$ cat src/rtl/lm_multichannel.sv
// Multichannel LED manager: per-channel hold/sticky capture feeding a registered display mux.
// Optional blink of sticky channels in fixed/rotate modes is built when LM_BLINK_EN is defined.
module lm_multichannel #(
    parameter int N_CH        = 4,
    parameter int CH_WIDTH    = 8,
    parameter int IDX_W       = 2,
    parameter int WIDTH_LEDS  = 10,
    parameter int HOLD_CYCLES = 50_000_000,
    parameter int ROT_CYCLES  = 100_000_000,
    parameter int BLINK_HALF  = 12_500_000
) (
    input  logic                     clk_i,
    input  logic                     rst_n_i,
    input  logic [N_CH*CH_WIDTH-1:0] ch_data_i,
    input  logic [N_CH-1:0]          ch_valid_i,
    input  logic [N_CH-1:0]          ch_sticky_i,
    input  logic                     clear_i,
    input  logic [1:0]               mode_i,
    input  logic [IDX_W-1:0]         sel_i,
    output logic [WIDTH_LEDS-1:0]    leds_o,
    output logic [N_CH-1:0]          ch_active_o
);

    localparam int HT_W   = $clog2(HOLD_CYCLES + 1);
    localparam int ROT_W  = $clog2(ROT_CYCLES + 1);
    localparam int STEP_W = $clog2(N_CH + 1);

    localparam logic [HT_W-1:0]   HOLD_LD   = HT_W'(HOLD_CYCLES);
    localparam logic [HT_W-1:0]   TIMER_ONE = HT_W'(1);
    localparam logic [ROT_W-1:0]  ROT_LAST  = ROT_W'(ROT_CYCLES - 1);
    localparam logic [STEP_W-1:0] STEP_LAST = STEP_W'(N_CH - 1);
    localparam logic [IDX_W-1:0]  IDX_LAST  = IDX_W'(N_CH - 1);

    typedef enum logic {
        DWELL = 1'b0,
        SCAN  = 1'b1
    } rot_st_t;

    logic [CH_WIDTH-1:0]   hold_q  [N_CH];
    logic [CH_WIDTH-1:0]   hold_d  [N_CH];
    logic [HT_W-1:0]       timer_q [N_CH];
    logic [HT_W-1:0]       timer_d [N_CH];
    logic [N_CH-1:0]       active;
    logic [CH_WIDTH-1:0]   or_all;

    rot_st_t               st_q, st_d;
    logic [IDX_W-1:0]      rot_idx_q, rot_idx_d;
    logic [IDX_W-1:0]      scan_idx_q, scan_idx_d;
    logic [STEP_W-1:0]     step_q, step_d;
    logic [ROT_W-1:0]      rot_cnt_q, rot_cnt_d;
    logic                  rot_mode_q;
    logic                  rot_mode;
    logic                  rot_enter;
    logic                  sel_ok;
    logic [IDX_W-1:0]      sel_idx;
    logic [IDX_W-1:0]      cand;
    logic [IDX_W-1:0]      rot_show;

    logic [IDX_W-1:0]      disp_idx;
    logic [CH_WIDTH-1:0]   disp_data;
    logic                  blank;
    logic [WIDTH_LEDS-1:0] leds_q, leds_d;
    logic [N_CH-1:0]       ch_active_q;

    // Capture and hold-timer next state; valid is applied last so it wins over decay and clear.
    always_comb begin
        for (int c = 0; c < N_CH; c++) begin
            hold_d[c]  = hold_q[c];
            timer_d[c] = timer_q[c];
            if (timer_q[c] != '0) begin
                timer_d[c] = timer_q[c] - TIMER_ONE;
                if (timer_q[c] == TIMER_ONE && !ch_sticky_i[c]) begin
                    hold_d[c] = '0;
                end
            end
            if (clear_i) begin
                hold_d[c]  = '0;
                timer_d[c] = '0;
            end
            if (ch_valid_i[c]) begin
                if (ch_sticky_i[c]) begin
                    hold_d[c] = clear_i ? ch_data_i[c*CH_WIDTH +: CH_WIDTH]
                                        : (hold_q[c] | ch_data_i[c*CH_WIDTH +: CH_WIDTH]);
                end else begin
                    hold_d[c]  = ch_data_i[c*CH_WIDTH +: CH_WIDTH];
                    timer_d[c] = HOLD_LD;
                end
            end
        end
    end

    always_comb begin
        active = '0;
        or_all = '0;
        for (int c = 0; c < N_CH; c++) begin
            active[c] = |hold_q[c];
            or_all    = or_all | hold_q[c];
        end
    end

    assign sel_ok    = (32'(sel_i) < N_CH);
    assign sel_idx   = sel_ok ? sel_i : '0;
    assign rot_mode  = (mode_i == 2'b01);
    assign rot_enter = rot_mode && !rot_mode_q;
    assign cand      = (scan_idx_q == IDX_LAST) ? '0 : scan_idx_q + IDX_W'(1);

    // Rotate FSM: state register.
    always_ff @(posedge clk_i) begin
        if (!rst_n_i) begin
            st_q       <= DWELL;
            rot_idx_q  <= '0;
            scan_idx_q <= '0;
            step_q     <= '0;
            rot_cnt_q  <= '0;
            rot_mode_q <= 1'b0;
        end else begin
            st_q       <= st_d;
            rot_idx_q  <= rot_idx_d;
            scan_idx_q <= scan_idx_d;
            step_q     <= step_d;
            rot_cnt_q  <= rot_cnt_d;
            rot_mode_q <= rot_mode;
        end
    end

    // Rotate FSM: next state. SCAN walks a separate pointer so skipped channels never reach the LEDs.
    always_comb begin
        st_d       = st_q;
        rot_idx_d  = rot_idx_q;
        scan_idx_d = scan_idx_q;
        step_d     = step_q;
        rot_cnt_d  = rot_cnt_q;
        if (!rot_mode) begin
            st_d = DWELL;
        end else if (rot_enter) begin
            st_d      = DWELL;
            rot_idx_d = sel_idx;
            rot_cnt_d = '0;
        end else begin
            case (st_q)
                DWELL: begin
                    if (rot_cnt_q >= ROT_LAST) begin
                        st_d       = SCAN;
                        scan_idx_d = rot_idx_q;
                        step_d     = '0;
                    end else begin
                        rot_cnt_d = rot_cnt_q + ROT_W'(1);
                    end
                end
                SCAN: begin
                    if (active[cand] || step_q == STEP_LAST) begin
                        st_d      = DWELL;
                        rot_idx_d = cand;
                        rot_cnt_d = '0;
                    end else begin
                        scan_idx_d = cand;
                        step_d     = step_q + STEP_W'(1);
                    end
                end
                default: st_d = DWELL;
            endcase
        end
    end

    // Rotate FSM: output. On entry the new index is shown immediately.
    always_comb begin
        rot_show = rot_idx_q;
        if (rot_enter) begin
            rot_show = sel_idx;
        end
    end

    assign disp_idx = rot_mode ? rot_show : sel_i;

`ifdef LM_BLINK_EN
    localparam int BL_W = $clog2(BLINK_HALF + 1);
    localparam logic [BL_W-1:0] BL_LAST = BL_W'(BLINK_HALF - 1);

    logic [BL_W-1:0] blink_cnt_q;
    logic            blink_ph_q;

    always_ff @(posedge clk_i) begin
        if (!rst_n_i) begin
            blink_cnt_q <= '0;
            blink_ph_q  <= 1'b0;
        end else if (blink_cnt_q >= BL_LAST) begin
            blink_cnt_q <= '0;
            blink_ph_q  <= ~blink_ph_q;
        end else begin
            blink_cnt_q <= blink_cnt_q + BL_W'(1);
        end
    end

    assign blank = blink_ph_q && ch_sticky_i[disp_idx] && (|hold_q[disp_idx]);
`else
    localparam int unused_blink_half = BLINK_HALF;
    assign blank = 1'b0;
`endif

    assign disp_data = blank ? '0 : hold_q[disp_idx];

    always_comb begin
        leds_d = '0;
        case (mode_i)
            2'b00: begin
                if (sel_ok) begin
                    leds_d[CH_WIDTH +: IDX_W]  = disp_idx;
                    leds_d[CH_WIDTH-1:0]       = disp_data;
                end
            end
            2'b01: begin
                if (|active) begin
                    leds_d[CH_WIDTH +: IDX_W]  = disp_idx;
                    leds_d[CH_WIDTH-1:0]       = disp_data;
                end
            end
            2'b10:   leds_d[CH_WIDTH-1:0] = or_all;
            default: leds_d[N_CH-1:0]     = active;
        endcase
    end

    always_ff @(posedge clk_i) begin
        if (!rst_n_i) begin
            for (int c = 0; c < N_CH; c++) begin
                hold_q[c]  <= '0;
                timer_q[c] <= '0;
            end
            leds_q      <= '0;
            ch_active_q <= '0;
        end else begin
            for (int c = 0; c < N_CH; c++) begin
                hold_q[c]  <= hold_d[c];
                timer_q[c] <= timer_d[c];
            end
            leds_q      <= leds_d;
            ch_active_q <= active;
        end
    end

    assign leds_o      = leds_q;
    assign ch_active_o = ch_active_q;

endmodule

$ cat config.mk
export PLATFORM = sky130hd
export DESIGN_NAME = lm_multichannel
export DESIGN_NICKNAME = d
export VERILOG_FILES = /design/src/rtl/lm_multichannel.sv
export SDC_FILE = /design/constraint.sdc
export NUM_CORES = 1
export LEC_CHECK = 0
export ABC_AREA = 0
export CORE_MARGIN = 1
export CORE_UTILIZATION = 35
export DETAILED_ROUTE_END_ITERATION = 8
export HOLD_SLACK_MARGIN = 0.03
export PLACE_DENSITY_LB_ADDON = 0.08
export SKIP_CTS_REPAIR_TIMING = 1
export SKIP_LAST_GASP = 1
export SYNTH_ARGS = -nofsm -noshare
export SYNTH_HDL_FRONTEND = slang
export SYNTH_SLANG_ARGS = --single-unit
$ cat constraint.sdc
create_clock -name clk_i -period 3.6 [get_ports clk_i]
set_input_delay 0.54 -clock clk_i [delete_from_list [all_inputs] [get_ports clk_i]]
set_output_delay 0.54 -clock clk_i [all_outputs]
set_load 0.05 [all_outputs]
Word-level counts from Yosys, hierarchy flattened
Memories as Yosys holds them, arrays and structs flattened.
Index checks and enable logic that the tools add are counted.
Storage, ports and cells
  register bits after elaboration: 50
  bits in writable memories: 136
  output and inout port bits: 14
  logic and storage cells: 152
  memories: 2
Memory list
  timer_q: depth 4, width 26, rd ports 4, clocked after Yosys merged registers in 0, write ports 4, line 41  | logic [HT_W-1:0] timer_q [N_CH];
  hold_q: depth 4, width 8, rd ports 5, clocked after Yosys merged registers in 0, write ports 4, line 39  | logic [CH_WIDTH-1:0] hold_q [N_CH];
Cells by class
  $add $sub $neg: 7
  magnitude comparators: 2
  eq/ne operators: 12
  muxes and demuxes: 75
  bitwise operators: 19
  reduce and logical (&&, ||, !) cells: 27
Operator list (number)
  $mux 26: 20
  $mux 8: 28
  $eq 26x1->1 const B: 4
  $reduce_bool 26->1: 4
  $sub 26x1->26 const B: 4
  $mux 27: 3
  $or 8x8->8: 7
  $pmux 27 s2: 1
  $reduce_or 32->1: 1
  $reduce_or 8->1: 4
  $add 27x1->27 const B: 1
  $ge 27x27->1 const B: 1
  $pmux 4 s3: 2
  $mux 2: 8
  $mux 10: 1
  $or 1x1->1: 8
  $pmux 2 s2: 2
  $mux 3: 2
  $pmux 3 s2: 1
  $reduce_and 3->1: 2
  $logic_and 1x1->1: 5
  $logic_not 1->1: 5
  $mux 1: 5
  $eq 2x2->1 const B: 2
  16 further kinds: 21

Logic depth before layout (Yosys ltp)
Gate-level depths: netlist of run 1.
  depth in word-level cells: 8
  mapped depth: 9

Worst setup path after synthesis of run 1
OpenSTA, ideal clock, no wires.
  kind: reg-to-reg
  start: memory timer_q[1][10] (netlist bit)
  end: memory timer_q[1][2] (netlist bit)
  arrival: 2.484 ns
  data required time: 3.472 ns
  setup slack: 0.989 ns
  cell stages (with the launch flop): 8
  buffers on the path: 0
  period minus slack after synthesis: 2.611 ns
  path through: dfxtp_1 > or4_1 > or4_4 > or4_4 > or3_1 > nand2_1 > xor2_1 > nor2_1
RTL lines (line)
  from (decl): 41

Final worst setup path of run 1
  start: register step_q[0]
  end: register rot_cnt_q[18]
On the way
  longest elaborated chain between the ends: 4
Ends and longest elaborated chain
  from (decl): line 49  | logic [STEP_W-1:0] step_q, step_d;
  from (signal assigned): line 120  | step_q <= step_d;
  $eq 3x2->1: line 151  | if (active[cand] || step_q == STEP_LAST) begin
  $logic_or 1x1->1: line 151
  $ne 3x1->1 (no source line)
  $reduce_and 3->1 (no source line)
  to (signal assigned): line 121  | rot_cnt_q <= rot_cnt_d;
  to (decl): line 50  | logic [ROT_W-1:0] rot_cnt_q, rot_cnt_d;
Every way passes these cells.
A chain may end at the register's enable or synchronous reset.

==> impl_metrics.toml, run 1 <==
[synth]
synth_top_family_by_area = "simple AND/OR/NAND/NOR gates"
synthXorXnorAreaFrac = 0.100
syn_nets = 1043
ys_seq_area_frac = 0.430
synth-edff-count = 0
synthMuxAreaShare = 0.0355
synth_area_um2 = 8660
synth-compound-area-share = 0.138
synth_area_leaders = "dfxtp_1 43%, xnor2_1 7.8%, nor2_1 5.6%"
synth_cell_type_count = 62
synthArstFlopShare = 0
synthSimpleGateAreaFrac = 0.251
synth_flop_cell = "dfxtp_1"
netlist_instances = 984
synthAdderAreaFrac = 0.0173
yosysWarnings = 0
synth_area_per_cell_um2 = 8.80
synth_seq_cells = 186
yosysTopAreaCellShare = 0.430
synth_top_area_cell = "dfxtp_1"

[sta]
worst_slew_pin_slew_ps = 1140
post-route-period-util = 0.826
slew_headroom = 0.233
skew_ps = 13.3
maxClockFrequency_ghz = 0.336
period_minus_slack_ps = 2970
setup_slack_ps = 626
report.final.slew_viol_count = 0
finalSetupTns_ps = 0
setup_viol = 0
final_hold_viol_count = 0
rsz0062_at_grt = "no"

[critical_path]
worstPathArrival_ps = 3350
cp-end-kind = "flop"
crit_fanout = 16
required_ps = 3980
worst-setup-path-type = "flop to flop"
critPathLaunchType = "flop"

[placed_design]
numPortBuffers = 60
place.gp.congestion = 0.793
dp_slack_ps = 566
dpl.hpwl_mm = 15.8
dpl_cell_area_um2 = 9680

[route]
wirelength_mm = 22.3
ant_nets = 0
routedWlPerCell_um = 16.1
firstDrtPassIters = 5
vias_per_cell = 5.20
vias = 7191
drt_iter0_drc = 414
drc = 0

[clock_network]
cts_tree = "done"
cts_made_buffers = 17
clkTransAtPathRegs_ps = 70
clock_latency_ps = 430
cts.sinks = 186
cts_max_path_buffers = 2
cts_root_buf = "clkbuf_16"
h-tree-depth = 4

[flow_run]
drv_cap = 0

[die]
die_h_um = 159
ios = 61
core_area_um2 = 24300
std_cell_rows = 57
die_area_um2 = 25400
die_w_um = 159
start_util = 0.356

[grt]
grt_max_degree = 28
grt_usage = 0.179
grt_first_pass_wirelength_mm = 36.5
grt_overflow = 0
antenna_found_initial = 1
grt_pass1_vias = 6952

[layout]
fin_area_um2 = 10300
layout.nets = 1104
drive_above_1_share = 0.0766
area_growth_pct = 18.6

[status]
outcome = "finished clean"

[pwr]
vdd_drop_max_v = 0.000263
leakagePower_nw = 3.71
pwr_density_cell_nw_per_um2 = 536

[hold_path]
hold_path_class = "flop to flop"
-- layout make-up --
type                            instances  area (µm²)
Tap cell                              324         405
Clock inverter                         12         139
Timing Repair Buffer                   78         748
Sequential cell                       186        3720
Inverter                               27         101
Antenna cell                            1        2.50
Fill cell                            2469       14000
Multi-Input combinational cell        735        4700
Clock buffer                           20         457
-- cell usage after synthesis, types with 9 or more instances --
cell type / count
or4_1: 20
and3_1: 9
or3_1: 25
nand3_1: 29
dfxtp_1: 186
a211oi_1: 10
nor2_1: 130
clkbuf_1: 31
nand2_1: 60
inv_1: 27
nor3_1: 46
a22oi_1: 13
nor4_1: 39
xnor2_1: 77
o21ai_0: 57
ha_1: 12
a22o_1: 24
xor2_1: 22
a21oi_1: 44
-- per-stage QoR --
step,power (mW),hold slack (ps),utilization,std cells
global route,5.82,521,0.422,1383
floorplan,3.32,455,-,984
finish,5.50,490,0.422,1383
global placement,3.63,473,0.398,1350
detailed placement,3.63,479,0.398,1350
CTS,5.57,489,0.422,1382
-- cell families after synthesis --
family,Yosys count
AND/OR/NAND/NOR,416
flip-flops,186
multiplexers,20
adder cells (fa/ha/maj),12
AO/OA/AOI/OAI,188
XOR/XNOR,99
buffers and inverters,63
-- sequential cells by signal, indices dropped and copies added, names as in the netlist --
register / count
leds_o: 10
hold_q: 32
scan_idx_q: 2
ch_active_o: 4
timer_q: 104
rot_cnt_q: 27
rot_mode_q: 1
step_q: 3
rot_idx_q: 2
st_q: 1
-- layout by cell type, fill, tap and decap left out, drive strengths merged, types with 27 or more instances in the layout --
| cell type | n |
|---|---|
| clkdlybuf4s50 | 60 |
| dfxtp | 186 |
| nand3 | 29 |
| or3 | 27 |
| inv | 30 |
| a21oi | 44 |
| nand2 | 60 |
| o21ai | 65 |
| xnor2 | 77 |
| nor2 | 130 |
| nor4 | 40 |
| nor3 | 49 |
-- critical path, stage by stage (launching register included) --
cell and delay (ps):
dfxtp_1 320, ha_1 200, ha_1 210, or3b_2 460
o221a_2 280, a31oi_1 490, nand2_1 460, buf_12 290
nor2_1 80, mux2_2 140
-- power breakdown --
group	switching (mW)	total, mW	internal, mW
clock	0.847	1.92	1.07
combinational	0.666	1.22	0.558
sequential	0.152	2.36	2.21
-- path summary, 6_finish.rpt --
kind                      start             to  slack [ps]  cells after the start
setup / recovery      step_q[0]  rot_cnt_q[18]         630                      9
hold / removal    timer_q[1][3]  timer_q[1][3]         490                      2
setup reg to reg      step_q[0]  rot_cnt_q[18]         630                      9
hold reg to reg   timer_q[1][3]  timer_q[1][3]         490                      2
-- per-layer routing --
layer,part of all wire,up-vias,wire length [µm],GRT usage
li1,-,3682,-,-
met1,0.50,3392,11200,0.247
met2,0.46,104,10300,0.291
met3,0.028,13,632,0.0323
met4,0.0084,0,187,0.0415
met5,0,-,0,0
Power figures use the tool's default switching activity.
==> run 2: changes to the inputs <==
Clock period 3.6 ns to 2.6 ns, I/O delays scaled along.
==> run 2 against run 1 <==
Net effect: clock-buffer cell count is 1 lower; routed wire length grew 1.9%; final cell count grew 5.0%; register-to-register slack got worse by 650 ps; combinational power up 66%; the run now ends with negative setup slack left; highest routed layer unchanged; design area increased by 6.5%.
==> impl_metrics.toml, run 2 (synthesis results as in run 1) <==
[clock_network]
cts_max_path_buffers = 2
cts_tree = "done"
cts.sinks = 186
cts_root_buf = "clkbuf_16"
clock_latency_ps = 430
clkTransAtPathRegs_ps = 70
cts_made_buffers = 17
h-tree-depth = 4

[status]
violations = "negative setup slack"
outcome = "finished, violations left"

[critical_path]
cp-end-kind = "flop"
worstPathArrival_ps = 2930
crit_fanout = 3
critPathLaunchType = "flop"
worst-setup-path-type = "flop to flop"
r2r_cells = 7
required_ps = 2910

[sta]
setup_viol = 1
hold_ws_ps = 487
worst_slew_pin_slew_ps = 602
report.final.slew_viol_count = 0
skew_ps = 14.0
post-route-period-util = 1.01
finalSetupTns_ps = -20.9
slew_headroom = 0.598
rsz0062_at_grt = "yes"
setup_slack_ps = -20.9
maxClockFrequency_ghz = 0.382
period_minus_slack_ps = 2620
final_hold_viol_count = 0

[layout]
n_antenna_cell = 0
largest_reg_flops = 104
layout.nets = 1175
final_cell_mix = "186 x dfxtp_1, 128 x nor2_1, 84 x buf_4, 77 x xnor2_1, 60 x clkdlybuf4s50_1"
reg.largest.list = "timer_q (104), hold_q (32), rot_cnt_q (27)"
area_growth_pct = 26.3
final_common_cell = "dfxtp_1"
largest_register = "timer_q"
drive_above_1_share = 0.153

[grt]
top_usage_layer = "met2"
met1_usage = 0.251
grtUsageMet2 = 0.290
grt_pass1_vias = 7156
grt_first_pass_wirelength_mm = 36.9
grt_overflow = 0
antenna_found_initial = 0
grt_max_degree = 48
grt_usage = 0.180
grt_util_met3 = 0.0352

[route]
firstDrtPassIters = 5
drc = 0
vias = 7462
ant_nets = 0
vias_per_cell = 5.14
drt_iter0_drc = 486
wirelength_mm = 22.7
routedWlPerCell_um = 15.6

[hold_path]
hold_path_class = "flop to flop"
holdPathStages = 2

[die]
die_h_um = 159
std_cell_rows = 57
die_w_um = 159
core_area_um2 = 24300
ios = 61
start_util = 0.356
die_area_um2 = 25400

[placed_design]
place.gp.congestion = 0.778
dpl.hpwl_mm = 16.6
numPortBuffers = 60

[pwr]
finalPower_mw = 7.90
vdd_drop_max_v = 0.000426
pwr_density_cell_nw_per_um2 = 722
leakagePower_nw = 4.09

[flow_run]
drv_cap = 0
[run 2: changes by cell type in the layout (fill, tap and decap cells not counted), sizes merged]
cell	previous run	this run
inv	30	31
clkinv	6	4
diode	1	0
clkinvlp	1	2
clkbuf	20	19
buf	18	89
[run 2: report_power, final]
group	switching, mW	internal (mW)
clock network	1.17	1.45
logic	1.01	1.01
registers	0.197	3.06
[run 2: critical path: stages, from the launching register on]
cell,delay (ps)
dfxtp_1,310
or4_4,540
or4_4,430
or4_4,570
or3_4,360
nand2_2,80
xor2_1,160
nor2_1,50
[run 2: through the flow]
| step | setup WS, ps | std cells | util | area [µm²] |
|---|---|---|---|---|
| 3_5_place_dp | -69.9 | 1417 | 0.420 | 10200 |
| 3_3_place_gp | -39.3 | 1417 | 0.420 | 10200 |
| 5_1_grt | -72.0 | 1452 | 0.450 | 10900 |
| 6_report | -20.9 | 1452 | 0.450 | 10900 |
| 4_1_cts | -98.8 | 1448 | 0.443 | 10800 |
| 2_1_floorplan | 23.8 | 984 | - | 8670 |
[run 2: worst paths after layout]
check            startpoint             to  slack (ps)
min           timer_q[1][3]  timer_q[1][3]         490
min reg2reg   timer_q[1][3]  timer_q[1][3]         490
max          timer_q[1][12]  timer_q[1][2]         -20
max reg2reg  timer_q[1][12]  timer_q[1][2]         -20
[run 2: layout make-up]
| cell class | count | area, µm² |
|---|---|---|
| multi-input combinational | 735 | 4820 |
| clock inverter | 12 | 138 |
| clock buffer | 19 | 443 |
| fill | 2434 | 13400 |
| inverter | 27 | 101 |
| timing repair buffer | 149 | 1310 |
| sequential | 186 | 3720 |
| tap | 324 | 405 |
[run 2: layer usage]
layer / share of wire / vias up
met5: 0 / -
met2: 0.46 / 110
li1: - / 3809
met1: 0.50 / 3529
met3: 0.029 / 14
met4: 0.0099 / 0
